==> src/rtl/icache_refill_reader.sv <==
// ICache refill/uncached-fetch responder: accepts one miss request, issues one
// INCR read burst on a 32-bit channel and returns the assembled 512-bit line.
module icache_refill_reader #(
   parameter int LINE_BEATS = 16
) (
   input  logic         Clk,
   input  logic         Rest,
   input  logic         InReadAble,
   input  logic         InUncacheRead,
   input  logic [31:0]  InReadAddr,
   output logic         OutShankhand,
   output logic         OutReadreq,
   output logic         OutReadBackAble,
   output logic [511:0] OutReadBackDate,
   output logic         OutBusErr,
   output logic         OutArValid,
   output logic [31:0]  OutArAddr,
   output logic [7:0]   OutArLen,
   output logic [2:0]   OutArSize,
   output logic [1:0]   OutArBurst,
   input  logic         InArReady,
   input  logic         InRValid,
   input  logic [31:0]  InRData,
   input  logic [1:0]   InRResp,
   input  logic         InRLast,
   output logic         OutRReady
);

   typedef enum logic [1:0] {IDLE, ADDR, DATA, DONE} stateE;

   stateE        state, stateNext;
   logic [31:0]  addrQ;
   logic         uncacheQ;
   logic         firstAddr;
   logic [3:0]   cnt;
   logic         errQ;
   logic [511:0] lineBuf;

   wire acceptReq = (state == IDLE) && InReadAble;
   wire beatTaken = (state == DATA) && InRValid;

   // NOTE: every register here is written with <= so all flops update from
   // the same pre-edge values; the line buffer is plain flops, so it is reset.
   always_ff @(posedge Clk) begin
      if (Rest) begin
         state     <= IDLE;
         addrQ     <= '0;
         uncacheQ  <= 1'b0;
         firstAddr <= 1'b0;
         cnt       <= '0;
         errQ      <= 1'b0;
         lineBuf   <= '0;
      end else begin
         state     <= stateNext;
         firstAddr <= acceptReq;
         if (acceptReq) begin
            addrQ    <= InReadAddr;
            uncacheQ <= InUncacheRead;
            lineBuf  <= '0;
            errQ     <= 1'b0;
         end
         if ((state == ADDR) && InArReady)
            cnt <= '0;
         if (beatTaken) begin
            lineBuf[{cnt, 5'b0} +: 32] <= InRData;
            cnt <= cnt + 4'd1;
            if (InRResp != 2'b00)
               errQ <= 1'b1;
         end
      end
   end

   // NOTE: all outputs and stateNext get a default first so no path infers a latch.
   always_comb begin
      stateNext       = state;
      OutShankhand    = 1'b0;
      OutReadreq      = 1'b0;
      OutReadBackAble = 1'b0;
      OutReadBackDate = '0;
      OutBusErr       = 1'b0;
      OutArValid      = 1'b0;
      OutArAddr       = '0;
      OutArLen        = '0;
      OutArSize       = '0;
      OutArBurst      = '0;
      OutRReady       = 1'b0;
      unique case (state)
         IDLE: begin
            if (InReadAble)
               stateNext = ADDR;
         end
         ADDR: begin
            OutShankhand = firstAddr;
            OutReadreq   = 1'b1;
            OutArValid   = 1'b1;
            // Uncached fetches are word aligned, refills are line aligned.
            OutArAddr    = addrQ & (uncacheQ ? 32'hFFFF_FFFC : 32'hFFFF_FFC0);
            OutArLen     = uncacheQ ? 8'd0 : 8'(LINE_BEATS - 1);
            OutArSize    = 3'b010;
            OutArBurst   = 2'b01;
            if (InArReady)
               stateNext = DATA;
         end
         DATA: begin
            OutReadreq = 1'b1;
            OutRReady  = 1'b1;
            // A refill also closes on its last slot, guarding against a missing RLast.
            if (InRValid && (InRLast || (!uncacheQ && (cnt == 4'(LINE_BEATS - 1)))))
               stateNext = DONE;
         end
         DONE: begin
            OutReadreq      = 1'b1;
            OutReadBackAble = 1'b1;
            OutReadBackDate = lineBuf;
            OutBusErr       = errQ;
            stateNext       = IDLE;
         end
         default: stateNext = IDLE;
      endcase
   end

endmodule

==> config.mk <==
export PLATFORM = sky130hd
export DESIGN_NAME = icache_refill_reader
export DESIGN_NICKNAME = d
export VERILOG_FILES = /design/src/rtl/icache_refill_reader.sv
export SDC_FILE = /design/constraint.sdc
export NUM_CORES = 1
export LEC_CHECK = 0
export ABC_AREA = 1
export CAP_MARGIN = 20
export CELL_PAD_IN_SITES_DETAIL_PLACEMENT = 1
export CELL_PAD_IN_SITES_GLOBAL_PLACEMENT = 1
export CORE_MARGIN = 10
export CORE_UTILIZATION = 35
export DETAILED_ROUTE_END_ITERATION = 10
export PLACE_DENSITY = 0.83
export SETUP_SLACK_MARGIN = 0.02
export SYNTH_ARGS = -nofsm -noshare
export SYNTH_HDL_FRONTEND = slang
export SYNTH_SLANG_ARGS = --single-unit
==> constraint.sdc <==
create_clock -name Clk -period 3.21 [get_ports Clk]
set_clock_uncertainty 0.05 [all_clocks]
set_input_delay 0.963 -clock Clk [delete_from_list [all_inputs] [get_ports Clk]]
set_output_delay 0.963 -clock Clk [all_outputs]
set_load 0.01 [all_outputs]
==> results of run 1 <==
==> metal layers <==
metal	up-vias	global-route usage, %
li1	14980	-
met1	15510	34.38
met2	1190	47.09
met3	333	5.138
met4	2	17.49
met5	-	0
==> state kept, by name, indices dropped and copies added, names as in the netlist <==
name,flops
lineBuf,512
cnt,4
uncacheQ,1
errQ,1
addrQ,30
state,2
firstAddr,1
==> cell type report <==
class                           instances  area, um2
Fill cell                           10480      40980
Clock inverter                          8      100.1
Clock buffer                          101       2079
Sequential cell                       551      11040
Antenna cell                            8      20.02
Tap cell                             1050       1314
Inverter                              701       2644
Multi-Input combinational cell       2971      12950
Timing Repair Buffer                  849       8134
==> critical path: cells and delay by family, from the launching register on <==
family,cells,cell delay [ns]
buffers and inverters,6,0.91
flip-flops,1,0.37
adder cells (fa/ha/maj),1,0.18
AND/OR/NAND/NOR,1,0.11
==> logic make-up after synthesis <==
| kind of cell | after synthesis |
|---|---|
| flops | 551 |
| simple gates | 2398 |
| buf+inv | 1062 |
| other cells | 1 |
| fa+ha+maj | 8 |
| compound gates | 556 |
==> worst paths after layout <==
path                            from                      end  slack (ns)  cells after the start
max            state[0]$_SDFFE_PP0P_     OutReadBackDate[288]       0.005                      8
min          lineBuf[382]$_SDFF_PP0_  lineBuf[382]$_SDFF_PP0_        0.43                      2
max reg2reg      cnt[1]$_SDFFE_PP0P_  lineBuf[222]$_SDFF_PP0_        0.40                      8
min reg2reg  lineBuf[382]$_SDFF_PP0_  lineBuf[382]$_SDFF_PP0_        0.43                      2
==> timing repair <==
action,CTS,global route
pin swaps,1,0
resized for setup,475,537
setup buffers,16,9
endpoints found under the setup margin,539,322
gates cloned,11,3
==> stage by stage <==
step | cells | instance area, um2 | utilization, % | power [W]
after global routing | 6238 | 38280 | 48.30 | 0.02060
final | 6239 | 38280 | 48.30 | 0.01986
after global placement | 6084 | 36100 | 45.55 | 0.01157
after detailed placement | 6084 | 36100 | 45.55 | 0.01164
after CTS | 6220 | 38420 | 48.48 | 0.01978
after floorplan | 4584 | 28080 | - | 0.009696
==> cell usage in the layout (no fill, tap or decap), types with 6 or more instances in the layout <==
cell type,instances
clkbuf_16,74
conb_1,9
clkbuf_1,11
dlymetal6s2s_1,103
buf_16,10
inv_2,11
inv_1,685
nor2_1,714
nand2_1,1387
clkbuf_8,19
nand2_2,10
dfxtp_1,549
clkdlybuf4s50_1,94
nor2_4,7
buf_8,8
clkbuf_2,179
o21ai_0,203
dlygate4sd2_1,174
buf_4,154
a21oi_1,178
a211oi_1,45
nor3_1,44
nand4_1,42
buf_12,48
clkdlybuf4s15_1,64
bufbuf_16,6
diode_2,8
nand3_1,176
a22oi_1,128
==> power breakdown <==
group          switching (W)  total [W]  internal, W
Clock                0.00306    0.00766      0.00460
Sequential          0.000121    0.00716      0.00704
Combinational        0.00339    0.00504      0.00165
==> results.yml, run 1 <==
route:
  dr_wl_met2_um: 65000
  top_layer: "met5"
  firstDrtPassIters: 5
  vias: 32020
  drt_iter0_markers: 2341
  wl_per_cell_um: 22.23
  ant_nets: 0
  met1_length_um: 54930
  remaining_drc_errors: 0
  met3_length_um: 9731
  vias_per_cell: 5.131
  totalWireLength_um: 138700
setup_path:
  worstSetupPathType: "reg -> out"
  cp.required_ns: 2.20
  critPathMostFrequentCell: "buf_12"
  cp_max_fo: 13
  endpoint_kind: "output port"
  cp_slowest_cell: "dfxtp_4"
  worst_setup_path_start_kind: "flop"
  cp.arrival_ns: 2.19
  path_cells: "ha_4 -> buf_12 -> buf_16 -> buf_4 -> buf_12 -> nand2_1 -> inv_1 -> dlygate4sd2_1"
  max_stage_delay_ns: 0.37
timing:
  fmax_mhz: 312.0
  setup_tns_ns: 0
  setup_viol: 0
  min_period_ns: 3.205
  hold_viol: 0
  hold_ws_ns: 0.4263
  maxSlewViolCount: 0
  period_share_pct: 99.85
  rsz0062_at_grt: "true"
  relSlewSlack_pct: 39.19
  tightest_slew_ns: 0.9092
  worst_slack_ns: 0.004859
logic_synthesis:
  yosysMostFrequentCell: "nand2_1"
  synth_cell_types: 31
  synthArstFlopShare_pct: 0
  syn_area_mm2: 0.02805
  synthFlopType: "dfxtp_1"
  yosysWarnings: 0
  synth_compound_area_share_pct: 11.49
  yosys.area_share.xor_xnor_pct: 0
  netlist_instances: 4576
  synth_top_cell_area_share_pct: 39.33
  synth-simple-area-share_pct: 33.91
  synth_area_leaders: "dfxtp_1 39%, nand2_1 19%, nor2_1 9.6%"
  avgSynthCellArea_um2: 6.129
  synth_top_family_by_area: "simple AND/OR/NAND/NOR gates"
  synthTopCellsByCount: "1396 x nand2_1, 716 x nor2_1, 689 x inv_1, 551 x dfxtp_1, 226 x clkbuf_1"
  muxShareOfSynthArea_pct: 0
  synth_fa_ha_area_share_pct: 0.3569
  seq_area_frac_synth_pct: 39.33
  synth-seq-cells: 551
  yosysTopAreaCell: "dfxtp_1"
  synth_edf_count: 0
global_routing:
  grt_first_pass_wirelength_um: 202100
  grt_overflow: 0
  grt_pass1_vias: 32300
  antenna_found_initial: 12
  track_usage_pct: 28.61
  grt_max_degree: 129
final_layout:
  fin_nets: 5221
  layout-drive-gt1-share_pct: 10.94
  syn_to_final_growth_pct: 36.50
die:
  start_util_pct: 35.39
  rows: 103
  die_h_um: 303.1
  fp.dieW_um: 303.1
  coreArea_mm2: 0.07926
  die-area_mm2: 0.09185
  ioPinCount: 636
place:
  gp_congestion: 0.8632
  dpl_worst_slack_ns: 0.006178
  post-dp-hpwl_um: 95540
  portBuffers: 624
clock_tree:
  clkTransAtPathRegs_ns: 0.06
  cts_buffer_depth: 3
  numCtsBuffers: 66
  cts_tree: "done"
  h-tree-depth: 3
  clock_latency_ns: 0.60
  cts_root_buf: "clkbuf_16"
  cts-hold-fix-buffers: 0
  cts.sinks: 551
worst_hold_path:
  hold_class: "reg -> reg"
power_and_ir_drop:
  leakagePower_nw: 22.29
  peakVddDrop_mv: 0.3115
  p_per_area_mw_per_mm2: 518.7
flow_run:
  maxCapViolCount: 0
outcome:
  status: "complete, no violations"
Note: power is estimated with default switching activity, not from simulation.
==> inputs of run 2 (changes only) <==
ABC_AREA = 0   (was 1)
CORE_UTILIZATION = 36   (was 35)
==> run 2 against run 1 <==
  * Synthesized area is 13% lower
  * Power fell by 12%
  * Sequential share of layout area rose by 4.2 points
  * Global-route usage is 1.8 points lower
  * Hold slack worse by 0.033 ns
  * Combinational power is 41% lower
  * Clock power is 2% lower
  * Register-to-register slack improved by 0.22 ns
  * Sequential cell count unchanged
  * Sequential power down 2%
  * Non-clock buffer count decreased by 88
  * Largest cell class unchanged
  * Largest power group unchanged
  * Highest routed layer unchanged
==> results.yml, run 2 <==
outcome:
  status: "complete, no violations"
global_routing:
  grt_first_pass_wirelength_um: 159600
  track_usage_pct: 26.86
  antenna_found_initial: 6
  grt_max_degree: 65
  grt_pass1_vias: 23750
  grt_overflow: 0
power_and_ir_drop:
  p_per_area_mw_per_mm2: 523.3
  leakagePower_nw: 15.77
  peakVddDrop_mv: 0.4002
die:
  die-area_mm2: 0.07856
  ioPinCount: 636
  start_util_pct: 36.32
  die_h_um: 280.3
  rows: 95
  coreArea_mm2: 0.06716
  fp.dieW_um: 280.3
final_layout:
  fin_nets: 3569
  layout-drive-gt1-share_pct: 13.62
  fin_cells: 4413
  design_area_mm2: 0.03346
  syn_to_final_growth_pct: 37.19
  top_register: "lineBuf"
  top_regs: "lineBuf x512, addrQ x30, cnt x4"
  largest_register_ff_count: 512
  mostFrequentLayoutCell: "nand2_1"
  final_cell_mix: "579 x nand2_1, 549 x dfxtp_1, 537 x and2_1, 310 x dlygate4sd2_1, 292 x nand3_1"
place:
  gp_congestion: 0.8376
  portBuffers: 624
  post-dp-hpwl_um: 73590
  dpl_worst_slack_ns: 0.1447
  dp_cells: 4271
  place_area_mm2: 0.03185
setup_path:
  cp.required_ns: 2.20
  timing.rr.start: "cnt[0]$_SDFFE_PP0P_"
  setup.worst_path.end: "OutReadBackDate[458]"
  worstSetupPathType: "reg -> out"
  endpoint_kind: "output port"
  cp_slowest_cell: "dfxtp_4"
  max_stage_delay_ns: 0.36
  cp.buffers_inverters: 4
  startpoint: "state[1]$_SDFFE_PP0P_"
  path_delay_family: "buffers and inverters"
  reg2reg_to: "lineBuf[254]$_SDFF_PP0_"
  cp_max_fo: 12
  r2r_slack_ns: 0.62
  cp.arrival_ns: 2.17
  cp_num_cells: 6
  worst_setup_path_start_kind: "flop"
  ff2ff_path_depth: 7
  path_cells: "ha_4 -> buf_8 -> buf_12 -> bufbuf_16 -> and2_1 -> clkdlybuf4s15_1"
timing:
  period_share_pct: 99.07
  relSlewSlack_pct: 44.25
  hold_viol: 0
  maxSlewViolCount: 0
  rsz0062_at_grt: "true"
  min_period_ns: 3.180
  fmax_mhz: 314.4
  tightest_slew_ns: 0.8325
  worst_slack_ns: 0.02974
  setup_viol: 0
logic_synthesis:
  synthFlopType: "dfxtp_1"
  yosysMostFrequentCell: "nand2_1"
  synth_top_cell_area_share_pct: 45.23
  synthArstFlopShare_pct: 0
  yosysTopAreaCell: "dfxtp_1"
  syn_area_mm2: 0.02439
  synth_edf_count: 0
  synth-seq-cells: 551
  yosysWarnings: 0
  seq_area_frac_synth_pct: 45.23
  synthTopCellsByCount: "580 x nand2_1, 551 x dfxtp_1, 544 x and2_1, 295 x nand3_1, 224 x mux2i_1"
  synth_area_leaders: "dfxtp_1 45%, and2_1 14%, mux2i_1 9.2%"
  netlist_instances: 2951
  synth_cell_types: 44
  avgSynthCellArea_um2: 8.265
flow_run:
  maxCapViolCount: 0
route:
  totalWireLength_um: 110400
  drt_iter0_markers: 1235
  wl_per_cell_um: 25.01
  ant_nets: 0
  firstDrtPassIters: 5
  vias: 23020
  vias_per_cell: 5.216
  remaining_drc_errors: 0
clock_tree:
  clkTransAtPathRegs_ns: 0.06
  cts_tree: "done"
  cts_root_buf: "clkbuf_16"
  numCtsBuffers: 59
  cts-hold-fix-buffers: 0
  cts.sinks: 551
  cts_buffer_depth: 3
  clock_latency_ns: 0.61
  h-tree-depth: 2
worst_hold_path:
  hold_class: "reg -> reg"
run 2: cell types whose count changed in the layout (fill, tap and decap cells not counted), sizes merged, moves of 108 or more:
cell         delta
and2          +544
nand2         -821
nor2          -716
mux2i         +224
inv           -691
a21oi         -108
a22oi         -127
nand3         +120
clkbuf        -175
dlygate4sd2   +136
run 2: metal layers:
| metal | global-route usage (%) | up-vias | wire, um | share of wire [%] |
|---|---|---|---|---|
| met5 | 0 | - | 13 | 0.012 |
| met4 | 11.99 | 2 | 5302 | 4.8 |
| met3 | 7.316 | 218 | 8423 | 7.6 |
| met2 | 45.57 | 725 | 52960 | 48 |
| met1 | 31.21 | 11420 | 43680 | 40 |
| li1 | - | 10650 | - | - |
run 2: report_power, final:
group          total (W)  switching [W]  internal, W
logic            0.00297        0.00192      0.00105
clock network    0.00749        0.00303      0.00446
registers        0.00705      0.0000754      0.00697
run 2: worst reg2reg max path: stages (launching register included):
cell     delay, ns
dfxtp_1       0.31
inv_1         0.09
ha_1          0.37
xor2_2        0.65
and2_2        0.57
buf_12        0.26
nand3_1       0.12
o21ai_1       0.11
run 2: what timing repair did:
| item | in CTS | in global routing |
|---|---|---|
| endpoints found under the setup margin | 552 | 178 |
| pin swaps | 1 | 0 |
| cloned | 10 | 2 |
| resized for setup | 980 | 154 |
| endpoints found under the hold margin | 0 | 0 |
| setup buffers | 14 | 3 |
run 2: how the worst min path moves through the flow:
stage | startpoint | cells past startpoint | end
global route | lineBuf[176]$_SDFF_PP0_ | 2 | lineBuf[176]$_SDFF_PP0_
floorplan | lineBuf[105]$_SDFF_PP0_ | 2 | lineBuf[105]$_SDFF_PP0_
global placement | lineBuf[163]$_SDFF_PP0_ | 2 | lineBuf[163]$_SDFF_PP0_
CTS | lineBuf[171]$_SDFF_PP0_ | 2 | lineBuf[171]$_SDFF_PP0_
finish | lineBuf[184]$_SDFF_PP0_ | 2 | lineBuf[184]$_SDFF_PP0_
detailed placement | lineBuf[171]$_SDFF_PP0_ | 2 | lineBuf[171]$_SDFF_PP0_
run 2: kinds of logic (layout without fill, tap and decap cells):
kind of cell / after synthesis / in the layout / synth area share (%)
AND/OR/NAND/NOR: 1523 / 1523 / 31.86
flip-flops: 551 / 551 / 45.23
XOR/XNOR: 1 / 1 / 0.06671
multiplexers: 224 / 224 / 9.193
other: 1 / 11 / 0.01538
adder cells (fa/ha/maj): 8 / 8 / 0.4104
AO/OA/AOI/OAI: 343 / 343 / 7.675
buffers and inverters: 300 / 879 / 5.556
run 2: layout make-up:
| cell class | instances | area [um2] |
|---|---|---|
| repair buffers | 761 | 6980 |
| clock inverters | 28 | 411.6 |
| diodes | 2 | 5.005 |
| fillers | 7997 | 33700 |
| inverters | 7 | 26.28 |
| multi-input cells | 2108 | 12190 |
| clock buffers | 83 | 1718 |
| flip-flops and latches | 551 | 11040 |
| well taps | 873 | 1092 |
run 2: per-stage QoR:
step                      hold WS, ns  utilization, %  total power [W]   TNS [ns]
after global routing           0.4195           49.82          0.01809  -0.004712
final                          0.3928           49.82          0.01751          0
after floorplan                0.3738               -         0.008563          0
after global placement         0.3818           47.43         0.009753          0
after CTS                      0.3959           50.29          0.01754    -0.3991
after detailed placement       0.3864           47.43         0.009783          0
==> inputs of run 3 (changes only) <==
HOLD_SLACK_MARGIN = 0.06   (was not set)
==> results of run 3 <==
No change in the layout: final DEF, timing and power equal those of run 2.
